**src/rtl/core_pkg.sv**
```systemverilog
// Shared types and helpers for the vector-instruction broadcast controller.
package core_pkg;

    // Controller states: normal operation, drain before flush, one-cycle clear.
    typedef enum logic [1:0] {
        RUN   = 2'd0,
        DRAIN = 2'd1,
        CLEAR = 2'd2
    } bcast_state_e;

    localparam int unsigned StallCntWidth = 16;

    // Bits needed to hold a count from 0 up to and including depth.
    function automatic int unsigned GetWidth(input int unsigned depth);
        return $clog2(depth + 1);
    endfunction

endpackage

```
**src/rtl/vinsn_bcast_ctrl_if.sv**
```systemverilog
// Signal bundle between the broadcast controller, the dispatcher, the
// functional-unit consumers and the shared multi-read-port FIFO.
//
// Handshake rule for every valid/ready pair in this bundle: a transfer
// happens in a cycle where valid and ready are both 1; valid never depends
// combinationally on the ready of the same channel.
interface vinsn_bcast_ctrl_if #(
    parameter int unsigned NrConsumer = 2,
    parameter int unsigned DataWidth  = 32
);
    import core_pkg::*;

    logic                                   in_valid_i;
    logic                                   in_ready_o;
    logic [DataWidth-1:0]                   in_data_i;
    logic [NrConsumer-1:0]                  out_valid_o;
    logic [NrConsumer-1:0]                  out_ready_i;
    logic [NrConsumer-1:0][DataWidth-1:0]   out_data_o;
    logic                                   flush_req_i;
    logic                                   flush_kill_i;
    logic                                   flush_ack_o;
    logic                                   fifo_full_i;
    logic [NrConsumer-1:0]                  fifo_empty_i;
    logic [NrConsumer-1:0][DataWidth-1:0]   fifo_data_i;
    logic                                   fifo_push_o;
    logic [DataWidth-1:0]                   fifo_data_o;
    logic [NrConsumer-1:0]                  fifo_pop_o;
    logic                                   fifo_flush_o;
    logic [NrConsumer-1:0][StallCntWidth-1:0] stall_cnt_o;

    // Controller view.
    modport master (
        input  in_valid_i, in_data_i, out_ready_i, flush_req_i, flush_kill_i,
               fifo_full_i, fifo_empty_i, fifo_data_i,
        output in_ready_o, out_valid_o, out_data_o, flush_ack_o,
               fifo_push_o, fifo_data_o, fifo_pop_o, fifo_flush_o, stall_cnt_o
    );

    // Environment view (dispatcher, consumers, FIFO).
    modport slave (
        output in_valid_i, in_data_i, out_ready_i, flush_req_i, flush_kill_i,
               fifo_full_i, fifo_empty_i, fifo_data_i,
        input  in_ready_o, out_valid_o, out_data_o, flush_ack_o,
               fifo_push_o, fifo_data_o, fifo_pop_o, fifo_flush_o, stall_cnt_o
    );

endinterface

```
**src/rtl/bcast_lead_cnt.sv**
```systemverilog
// Up/down counter of entries consumer i-1 has popped that consumer i has not.
module bcast_lead_cnt
    import core_pkg::*;
#(
    parameter int unsigned Depth = 8,
    localparam int unsigned Width = GetWidth(Depth)
) (
    input  logic             clk_i,
    input  logic             rst_ni,
    input  logic             clr_i,
    input  logic             inc_i,
    input  logic             dec_i,
    output logic [Width-1:0] cnt_o
);

    logic [Width-1:0] cnt_q;

    // Count up on upstream pops, down on own pops; both together cancel.
    always_ff @(posedge clk_i or negedge rst_ni) begin
        if (!rst_ni) begin
            cnt_q <= '0;
        end else if (clr_i) begin
            cnt_q <= '0;
        end else if (inc_i && !dec_i) begin
            cnt_q <= cnt_q + 1'b1;
        end else if (dec_i && !inc_i) begin
            cnt_q <= cnt_q - 1'b1;
        end
    end

    assign cnt_o = cnt_q;

    // A lead beyond the FIFO depth (or a wrap below zero) means the ordering broke.
    a_lead_bound: assert property (@(posedge clk_i) disable iff (!rst_ni)
        cnt_q <= Width'(Depth));

endmodule

```
**src/rtl/vinsn_bcast_ctrl.sv**
```systemverilog
// Broadcast-queue controller: dispatcher push path, per-consumer read
// streams with in-order gating, and drain/kill flush sequencing.
// Optional feature macro: VINSN_BCAST_STALL_CNT_EN (per-consumer stall counters).
module vinsn_bcast_ctrl
    import core_pkg::*;
#(
    parameter int unsigned NrConsumer = 2,
    parameter int unsigned Depth      = 8,
    localparam int unsigned LeadWidth = GetWidth(Depth)
) (
    input  logic                                clk_i,
    input  logic                                rst_ni,
    vinsn_bcast_ctrl_if.master                  bus,
    output bcast_state_e                        dbg_state,
    output logic [NrConsumer-1:0][LeadWidth-1:0] dbg_lead
);

    bcast_state_e          state_q, state_d;
    logic                  is_clear;
    logic                  in_ready;
    logic [NrConsumer-1:0] lead_ok;
    logic [NrConsumer-1:0] out_valid;
    logic [NrConsumer-1:0] pop;

    // State register.
    always_ff @(posedge clk_i or negedge rst_ni) begin
        if (!rst_ni) begin
            state_q <= RUN;
        end else begin
            state_q <= state_d;
        end
    end

    // Next-state: kill clears at once, drain waits for the slowest consumer.
    always_comb begin
        state_d = state_q;
        case (state_q)
            RUN: begin
                if (bus.flush_req_i) begin
                    state_d = bus.flush_kill_i ? CLEAR : DRAIN;
                end
            end
            DRAIN: begin
                if (bus.fifo_empty_i[NrConsumer-1] || bus.flush_kill_i) begin
                    state_d = CLEAR;
                end
            end
            CLEAR:   state_d = RUN;
            default: state_d = RUN;
        endcase
    end

    assign is_clear  = (state_q == CLEAR);
    assign dbg_state = state_q;

    // Push path.
    assign in_ready        = (state_q == RUN) && !bus.fifo_full_i;
    assign bus.in_ready_o  = in_ready;
    assign bus.fifo_push_o = bus.in_valid_i && in_ready;
    assign bus.fifo_data_o = bus.in_data_i;

    // Consumer 0 is never gated; consumer i waits for a registered lead.
    assign lead_ok[0]  = 1'b1;
    assign dbg_lead[0] = '0;

    for (genvar i = 1; i < NrConsumer; i++) begin : g_lead
        logic [LeadWidth-1:0] cnt;

        bcast_lead_cnt #(
            .Depth (Depth)
        ) u_lead_cnt (
            .clk_i  (clk_i),
            .rst_ni (rst_ni),
            .clr_i  (is_clear),
            .inc_i  (pop[i-1]),
            .dec_i  (pop[i]),
            .cnt_o  (cnt)
        );

        assign lead_ok[i]  = (cnt != '0);
        assign dbg_lead[i] = cnt;
    end

    // Read streams.
    assign out_valid        = {NrConsumer{!is_clear}} & ~bus.fifo_empty_i & lead_ok;
    assign pop              = out_valid & bus.out_ready_i;
    assign bus.out_valid_o  = out_valid;
    assign bus.fifo_pop_o   = pop;
    assign bus.out_data_o   = bus.fifo_data_i;

    // Flush completion.
    assign bus.fifo_flush_o = is_clear;
    assign bus.flush_ack_o  = is_clear;

`ifdef VINSN_BCAST_STALL_CNT_EN
    logic [NrConsumer-1:0][StallCntWidth-1:0] stall_q;

    // Saturating per-consumer stall counters, cleared by a flush.
    always_ff @(posedge clk_i or negedge rst_ni) begin
        if (!rst_ni) begin
            stall_q <= '0;
        end else begin
            for (int i = 0; i < NrConsumer; i++) begin
                if (is_clear) begin
                    stall_q[i] <= '0;
                end else if (out_valid[i] && !bus.out_ready_i[i] && (stall_q[i] != '1)) begin
                    stall_q[i] <= stall_q[i] + 1'b1;
                end
            end
        end
    end

    assign bus.stall_cnt_o = stall_q;
`else
    assign bus.stall_cnt_o = '0;
`endif

endmodule

```
**src/flat_wrapper.sv**
```systemverilog
// flat-port wrapper written by rule: the top's interface ports become plain ports
module vinsn_bcast_ctrl_flat import core_pkg::*;
#(
    parameter int unsigned NrConsumer = 2,
    parameter int unsigned Depth      = 8,
    localparam int unsigned LeadWidth = GetWidth(Depth)
)
  (clk_i, rst_ni, dbg_state, dbg_lead, bus_in_valid_i, bus_in_data_i, bus_out_ready_i, bus_flush_req_i, bus_flush_kill_i, bus_fifo_full_i, bus_fifo_empty_i, bus_fifo_data_i, bus_in_ready_o, bus_out_valid_o, bus_out_data_o, bus_flush_ack_o, bus_fifo_push_o, bus_fifo_data_o, bus_fifo_pop_o, bus_fifo_flush_o, bus_stall_cnt_o);
  vinsn_bcast_ctrl_if #(.NrConsumer(NrConsumer), .DataWidth((32))) bus_i ();
  input  logic clk_i;
  input  logic rst_ni;
  output bcast_state_e dbg_state;
  output logic [NrConsumer-1:0][LeadWidth-1:0] dbg_lead;
  input wire logic [$bits(bus_i.in_valid_i)-1:0] bus_in_valid_i;
  input wire logic [$bits(bus_i.in_data_i)-1:0] bus_in_data_i;
  input wire logic [$bits(bus_i.out_ready_i)-1:0] bus_out_ready_i;
  input wire logic [$bits(bus_i.flush_req_i)-1:0] bus_flush_req_i;
  input wire logic [$bits(bus_i.flush_kill_i)-1:0] bus_flush_kill_i;
  input wire logic [$bits(bus_i.fifo_full_i)-1:0] bus_fifo_full_i;
  input wire logic [$bits(bus_i.fifo_empty_i)-1:0] bus_fifo_empty_i;
  input wire logic [$bits(bus_i.fifo_data_i)-1:0] bus_fifo_data_i;
  output wire logic [$bits(bus_i.in_ready_o)-1:0] bus_in_ready_o;
  output wire logic [$bits(bus_i.out_valid_o)-1:0] bus_out_valid_o;
  output wire logic [$bits(bus_i.out_data_o)-1:0] bus_out_data_o;
  output wire logic [$bits(bus_i.flush_ack_o)-1:0] bus_flush_ack_o;
  output wire logic [$bits(bus_i.fifo_push_o)-1:0] bus_fifo_push_o;
  output wire logic [$bits(bus_i.fifo_data_o)-1:0] bus_fifo_data_o;
  output wire logic [$bits(bus_i.fifo_pop_o)-1:0] bus_fifo_pop_o;
  output wire logic [$bits(bus_i.fifo_flush_o)-1:0] bus_fifo_flush_o;
  output wire logic [$bits(bus_i.stall_cnt_o)-1:0] bus_stall_cnt_o;
  assign bus_i.in_valid_i = bus_in_valid_i;
  assign bus_i.in_data_i = bus_in_data_i;
  assign bus_i.out_ready_i = bus_out_ready_i;
  assign bus_i.flush_req_i = bus_flush_req_i;
  assign bus_i.flush_kill_i = bus_flush_kill_i;
  assign bus_i.fifo_full_i = bus_fifo_full_i;
  assign bus_i.fifo_empty_i = bus_fifo_empty_i;
  assign bus_i.fifo_data_i = bus_fifo_data_i;
  assign bus_in_ready_o = bus_i.in_ready_o;
  assign bus_out_valid_o = bus_i.out_valid_o;
  assign bus_out_data_o = bus_i.out_data_o;
  assign bus_flush_ack_o = bus_i.flush_ack_o;
  assign bus_fifo_push_o = bus_i.fifo_push_o;
  assign bus_fifo_data_o = bus_i.fifo_data_o;
  assign bus_fifo_pop_o = bus_i.fifo_pop_o;
  assign bus_fifo_flush_o = bus_i.fifo_flush_o;
  assign bus_stall_cnt_o = bus_i.stall_cnt_o;
  vinsn_bcast_ctrl #(.NrConsumer(NrConsumer), .Depth(Depth)) u_core (.clk_i(clk_i), .rst_ni(rst_ni), .bus(bus_i), .dbg_state(dbg_state), .dbg_lead(dbg_lead));
endmodule
```
**config.mk**
```make
export PLATFORM = sky130hd
export DESIGN_NAME = vinsn_bcast_ctrl_flat
export DESIGN_NICKNAME = d
export VERILOG_FILES = /design/src/rtl/core_pkg.sv /design/src/rtl/vinsn_bcast_ctrl_if.sv /design/src/rtl/bcast_lead_cnt.sv /design/src/rtl/vinsn_bcast_ctrl.sv /design/src/flat_wrapper.sv
export SDC_FILE = /design/constraint.sdc
export NUM_CORES = 1
export LEC_CHECK = 0
export BUFFER_PORTS_ARGS = -buffer_cell sky130_fd_sc_hd__buf_2
export CORE_AREA = 2 2 97 99
export CTS_CLUSTER_DIAMETER = 80
export CTS_CLUSTER_SIZE = 12
export DETAILED_ROUTE_END_ITERATION = 8
export DIE_AREA = 0 0 99 101
export GPL_TIMING_DRIVEN = 1
export PLACE_DENSITY = 0.61
export SLEW_MARGIN = 20
export SYNTH_ARGS = -nofsm -noshare
export SYNTH_HDL_FRONTEND = slang
export SYNTH_SLANG_ARGS = --single-unit
export TNS_END_PERCENT = 100
```
**constraint.sdc**
```tcl
create_clock -name clk_i -period 3.31 [get_ports clk_i]
set_clock_uncertainty 0.15 [all_clocks]
set_input_delay 0.662 -clock clk_i [delete_from_list [all_inputs] [get_ports clk_i]]
set_output_delay 0.662 -clock clk_i [all_outputs]
set_load 0.01 [all_outputs]
```
After elaboration in Yosys (flattened, before gate mapping)
Index checks and enable logic that the tools add are counted.

Register bits after elaboration: 6. Input bits: 106.

$add $sub $neg: 2. Equal/unequal tests: 4. Multiplexer cells: 7. Bitwise logic cells: 4. Reductions and logical operators: 13.

Operators by type and width (count): $mux W4 (3); $and A2 B2 Y2 (3); $mux W2 (3); $add A4 B1 Y4 const B (1); $logic_and A1 B1 Y1 (4); $logic_not A1 Y1 (4); $pmux W2 S2 (1); $reduce_bool A4 Y1 (1); $sub A4 B1 Y4 const B (1); $reduce_bool A3 Y1 (1); $eq A2 B1 Y1 const B (1); $eq A2 B2 Y1 const B (1); $logic_not A2 Y1 (1); $ne A2 B1 Y1 const B (1); $ne A2 B2 Y1 const B (1); $not A2 Y2 (1); $reduce_and A2 Y1 (1); $logic_or A1 B1 Y1 (1).

Longest topological paths before layout
Depth after elaboration: 10. Depth in mapped cells: 11. Depth with buffers taken out: 10.

Modules after synthesis
A second synthesis with hierarchy kept.

Cells, all modules: 180. Area, all modules: 1460.2 um2.

By module, submodules not included: vinsn_bcast_ctrl (times used 1, cells an instance 150, area an instance 1159.9 um2); bcast_lead_cnt (times used 1, cells an instance 30, area an instance 300.3 um2).

Least setup slack after synthesis
Ideal clock, no wire load.

Kind: register -> register. From: register u_core.state_q[1] (netlist: u_core.dbg_state[1]). To: register u_core.g_lead[1].u_lead_cnt.cnt_q[3]. Arrival: 2.437 ns. Data required time: 3.035 ns. Slack: 0.598 ns. Stages on the path, launching flop included: 12. Buffers on the path: 1. Cell sequence: dfrtp_1 -> nor2b_1 -> buf_2 -> nor2_1 -> and2_1 -> ha_1 -> inv_1 -> ha_1 -> a21oi_2 -> a211oi_2 -> a31oi_1 -> mux2_4.

Elaborated cells between the ends (all ways): 12.

RTL lines: from (decl) (RTL line vinsn_bcast_ctrl.sv:18) `bcast_state_e state_q, state_d;`; from (signal assigned) (RTL line vinsn_bcast_ctrl.sv:30) `state_q <= state_d;`; $eq A2 B2 Y1 * (RTL line vinsn_bcast_ctrl.sv:53) `assign is_clear = (state_q == CLEAR);`; net bus_fifo_flush_o (RTL line flat_wrapper.sv:29) `output wire logic [$bits(bus_i.fifo_flush_o)-1:0] bus_fifo_flush_o;`; $logic_not A1 Y1 * (RTL line vinsn_bcast_ctrl.sv:85) `assign out_valid = {NrConsumer{!is_clear}} & ~bus.fifo_empty_i & lead_ok;`; $and A2 B2 Y2 * (2 in series) (RTL line vinsn_bcast_ctrl.sv:85); net bus_out_valid_o[0] (RTL line flat_wrapper.sv:23) `output wire logic [$bits(bus_i.out_valid_o)-1:0] bus_out_valid_o;`; $and A2 B2 Y2 * (RTL line vinsn_bcast_ctrl.sv:86) `assign pop = out_valid & bus.out_ready_i;`; net u_core.g_lead[1].u_lead_cnt.inc_i (RTL line bcast_lead_cnt.sv:11) `input logic inc_i,`; $logic_and A1 B1 Y1 or $logic_not A1 Y1 (tied branches) (RTL line bcast_lead_cnt.sv:24, bcast_lead_cnt.sv:26); $mux W4 or $logic_and A1 B1 Y1 (tied branches) (RTL line bcast_lead_cnt.sv:24, bcast_lead_cnt.sv:26); $mux W4 or $reduce_bool A3 Y1 (tied branches); to (signal assigned) (RTL line bcast_lead_cnt.sv:25) `cnt_q <= cnt_q + 1'b1;`; to (signal assigned) (RTL line bcast_lead_cnt.sv:27) `cnt_q <= cnt_q - 1'b1;`; to (decl) (RTL line bcast_lead_cnt.sv:16) `logic [Width-1:0] cnt_q;`.

Mark *: on every way through the listed nets, which the timed path passes. The rest lies on a longest branch. A chain may end at the register's enable or synchronous reset.

Worst setup path after layout
From: register u_core.state_q[1] (netlist: u_core.dbg_state[1]). To: register u_core.g_lead[1].u_lead_cnt.cnt_q[3].

Longest elaborated chain between the ends: 9. Elaborated cells between the ends (all ways): 12.

RTL lines: $eq A2 B2 Y1 * (RTL line vinsn_bcast_ctrl.sv:53); $logic_not A1 Y1 (RTL line vinsn_bcast_ctrl.sv:85); $and A2 B2 Y2 (2 in series) (RTL line vinsn_bcast_ctrl.sv:85); $and A2 B2 Y2 (RTL line vinsn_bcast_ctrl.sv:86); $logic_not A1 Y1 (RTL line bcast_lead_cnt.sv:24) `end else if (inc_i && !dec_i) begin`; $logic_and A1 B1 Y1 (RTL line bcast_lead_cnt.sv:24); $mux W4 (RTL line bcast_lead_cnt.sv:24); $mux W4 (RTL line bcast_lead_cnt.sv:22) `end else if (clr_i) begin`.

Every way passes the cells marked *; elsewhere a longest branch is shown, timed or not.

==> key figures <==
Timing
  – Final Hold Viols: 0
  – Period minus WS final: approximately 2700 ps
  – Final TNS setup: 0 ps
  – Achievable Freq: 0.3707 GHz
  – Part of the cycle the worst path needs: between 80% and 90%
  – Slew Limit Fails: 0
  – WHS: ~110 ps
  – RSZ-0062 raised after global routing: no
  – Final Setup Violations: 0

Global route
  – Antenna violations before repair: 2
  – Vias in the first global route: ~570
  – Global-route wire length before repair: 3270 um
  – Grt ovf: 0
  – GRT Resource Usage Total: 4.455%
  – Largest net degree at the start of global routing: 10
  – Met2 Track Usage GR: 4.782%
  – GRT busiest layer: met4
  – Grt met1 use: roughly 3.2%
  – Met3 Use GR: about 4.2%

Power
  – Power Dens Cells: 540.8 nW/um2
  – Leak pwr: 0.0004430 uW
  – VDD IR max: ~0.15 mV

Clocking
  – Hold_buf cts: 0
  – Postcts setup bufs: 0
  – CTS tree: done
  – CTS Sinks: 6
  – H-tree depth: 1
  – Cts bufs inserted: 3
  – Worst-case clock buffer depth: 2
  – Worst-path clk slew: approximately 40 ps
  – Root Driver: clkbuf_8
  – Number of gates resized after CTS: 0
  – Clock latency at the later pin of the worst-skew pair: 220 ps

Logic synthesis
  – Sequential fraction of the synthesis area: between 10% and 20%
  – Mean Syn Cell Area: around 7.9 um2
  – Synthesized area: about 1400 um2
  – YS warnings: 0
  – Top post-synthesis cells by area: buf_4 (70%), dfrtp_1 (10%), ha_1 (2.6%)
  – Top cell type's share of synthesized area: between 70% and 80%
  – Number of distinct library cells after synthesis: 23
  – Leading area contributor after synthesis: buf_4
  – Post-Syn Instances: around 180
  – #FFs+latches synth: 6

Finish
  – Most frequent cells in the layout: conb_1 (36), buf_2 (23), nor2_1 (8), dfrtp_1 (6), inv_1 (5)
  – Commonest non-fill, non-tap cell in the layout: conb_1
  – Fill cells: 1029
  – Post-route core utilization: roughly a tenth
  – Final net count: 220
  – Finished Layout Cells: 221
  – Share of cells above drive strength 1: around 29%
  – Layout area overhead: -40.64%

Setup path
  – Worst R2R End: u_core.g_lead[1].u_lead_cnt.cnt_o[3]
  – CP bufs+invs: 2
  – Critical Path RT: 3260 ps
  – Largest stage delay, worst path: approximately 430 ps
  – Setup Crit Path Kind: register to register
  – Critical path fanouts, max: 9
  – Arrival time at the worst endpoint: 2650 ps
  – Setup crit end kind: register
  – Slowest CP cell: dfrtp_1
  – Register-to-Register Path Depth: 11
  – R2R Setup Slk: between 600 and 700 ps
  – Most used cell, CP: ha_1
  – CP cell instances: nor2b_1 -> buf_4 -> nor2_1 -> and2_1 -> ha_1 -> inv_1 -> ha_1 -> a21oi_2 -> a211oi_2 -> a31oi_1 -> mux2_4
  – Worst Setup Start Kind: register
  – Reg2reg start: u_core.dbg_state[1]
  – CP delay by family, top: adder cells

Placement
  – Hpwl dp: between 2000 and 2500 um
  – Inst Count DP: 216
  – GP Congestion: between 0.7 and 0.8
  – PortBufs: 23

Worst hold path
  – Hold Crit Class: primary input to async pin

Die
  – Starting Density: between 10% and 20%
  – # IOs: around 250
  – Die Wd: 99 um
  – DIE AREA: about 10000 um2
  – Die height: slightly above 100 um
  – Core Rows: 35
  – Core ar.: around 9000 um2

Drt
  – Final wirelength: ~2400 um
  – Routed WL per cell: around 11 um
  – Drt first pass iters: 6
  – Drt drc: 0
  – Vias: around 660
  – DR vias/cell: 2.964
  – DR iter-0 viols: 16
  – Antenna viol nets, final: 0

Run status
  – Outcome: finished clean

Job
  – Max cap viols: 0
-- stage by stage --
| stage | area (um2) | power, uW | setup WS, ps |
|---|---|---|---|
| after floorplan | 1569 | 438.0 | 598.2 |
| after global placement | 807.0 | 349.2 | 612.6 |
| after detailed placement | 807.0 | 359.2 | 565.7 |
| after CTS | 848.3 | 469.3 | 561.8 |
| after global routing | 848.3 | 505.2 | 399.7 |
| final | 853.3 | 461.4 | 612.2 |
-- state kept, by name (all words and copies together) (netlist names) --
register and flops:
u_core.dbg_state 2, u_core.g_lead.u_lead_cnt.cnt_o 4
-- cell usage after synthesis --
master / count
nand2_1: 2
nor4_1: 1
inv_1: 5
mux2i_1: 1
nor3_2: 1
mux2_4: 1
nor2_1: 8
a21oi_1: 3
nor3_1: 2
dfrtp_1: 6
buf_2: 2
nand3_1: 1
nor2b_1: 2
fa_1: 1
conb_1: 1
a31oi_1: 1
buf_4: 135
and2_1: 2
a211oi_2: 1
o21ai_0: 1
ha_1: 3
xor2_1: 2
a21oi_2: 1
-- layer usage --
| layer | routed length (um) | vias to the layer above | share of wire (%) |
|---|---|---|---|
| met2 | 821 | 86 | 34 |
| met1 | 571 | 259 | 24 |
| met5 | 0 | - | 0 |
| met4 | 421 | 0 | 18 |
| li1 | - | 248 | - |
| met3 | 586 | 62 | 24 |
-- logic make-up after synthesis --
group | Yosys count | share of synthesized area (%)
buffers and inverters | 142 | 72.50
AND/OR/NAND/NOR | 19 | 6.527
AO/OA/AOI/OAI | 7 | 3.307
flip-flops | 6 | 10.44
adder cells (fa/ha/maj) | 4 | 4.004
XOR/XNOR | 2 | 1.219
multiplexers | 2 | 1.740
other | 1 | 0.2608
-- cell type report --
cell class              count  area (um2)  share of cell area [%]
diodes                      2       5.005                  0.5865
repair buffers             24       122.6                   14.37
clock buffers               3       41.29                   4.839
well taps                 111       138.9                   16.28
multi-input cells          70       376.6                   44.13
inverters                   5       18.77                   2.199
flip-flops and latches      6       150.1                   17.60
-- how the worst max path moves through the flow --
stage / start / to / cells past startpoint
2_1_floorplan: u_core.dbg_state[1] / u_core.g_lead[1].u_lead_cnt.cnt_o[3] / 11
5_1_grt: u_core.dbg_state[1] / u_core.g_lead[1].u_lead_cnt.cnt_o[3] / 11
6_report: u_core.dbg_state[1] / u_core.g_lead[1].u_lead_cnt.cnt_o[3] / 11
3_3_place_gp: u_core.dbg_state[1] / u_core.g_lead[1].u_lead_cnt.cnt_o[3] / 11
3_5_place_dp: u_core.dbg_state[1] / u_core.g_lead[1].u_lead_cnt.cnt_o[3] / 11
4_1_cts: u_core.dbg_state[1] / u_core.g_lead[1].u_lead_cnt.cnt_o[3] / 11
-- power by group --
part           total, uW  switching [uW]  internal, uW  leakage (uW)
Clock                108            30.3          78.0     0.0000216
Sequential           126            30.2          96.3     0.0000773
Combinational        227             130          96.2      0.000344
Total                461             191           271      0.000443
No activity file was read; power rests on OpenSTA's default activity.
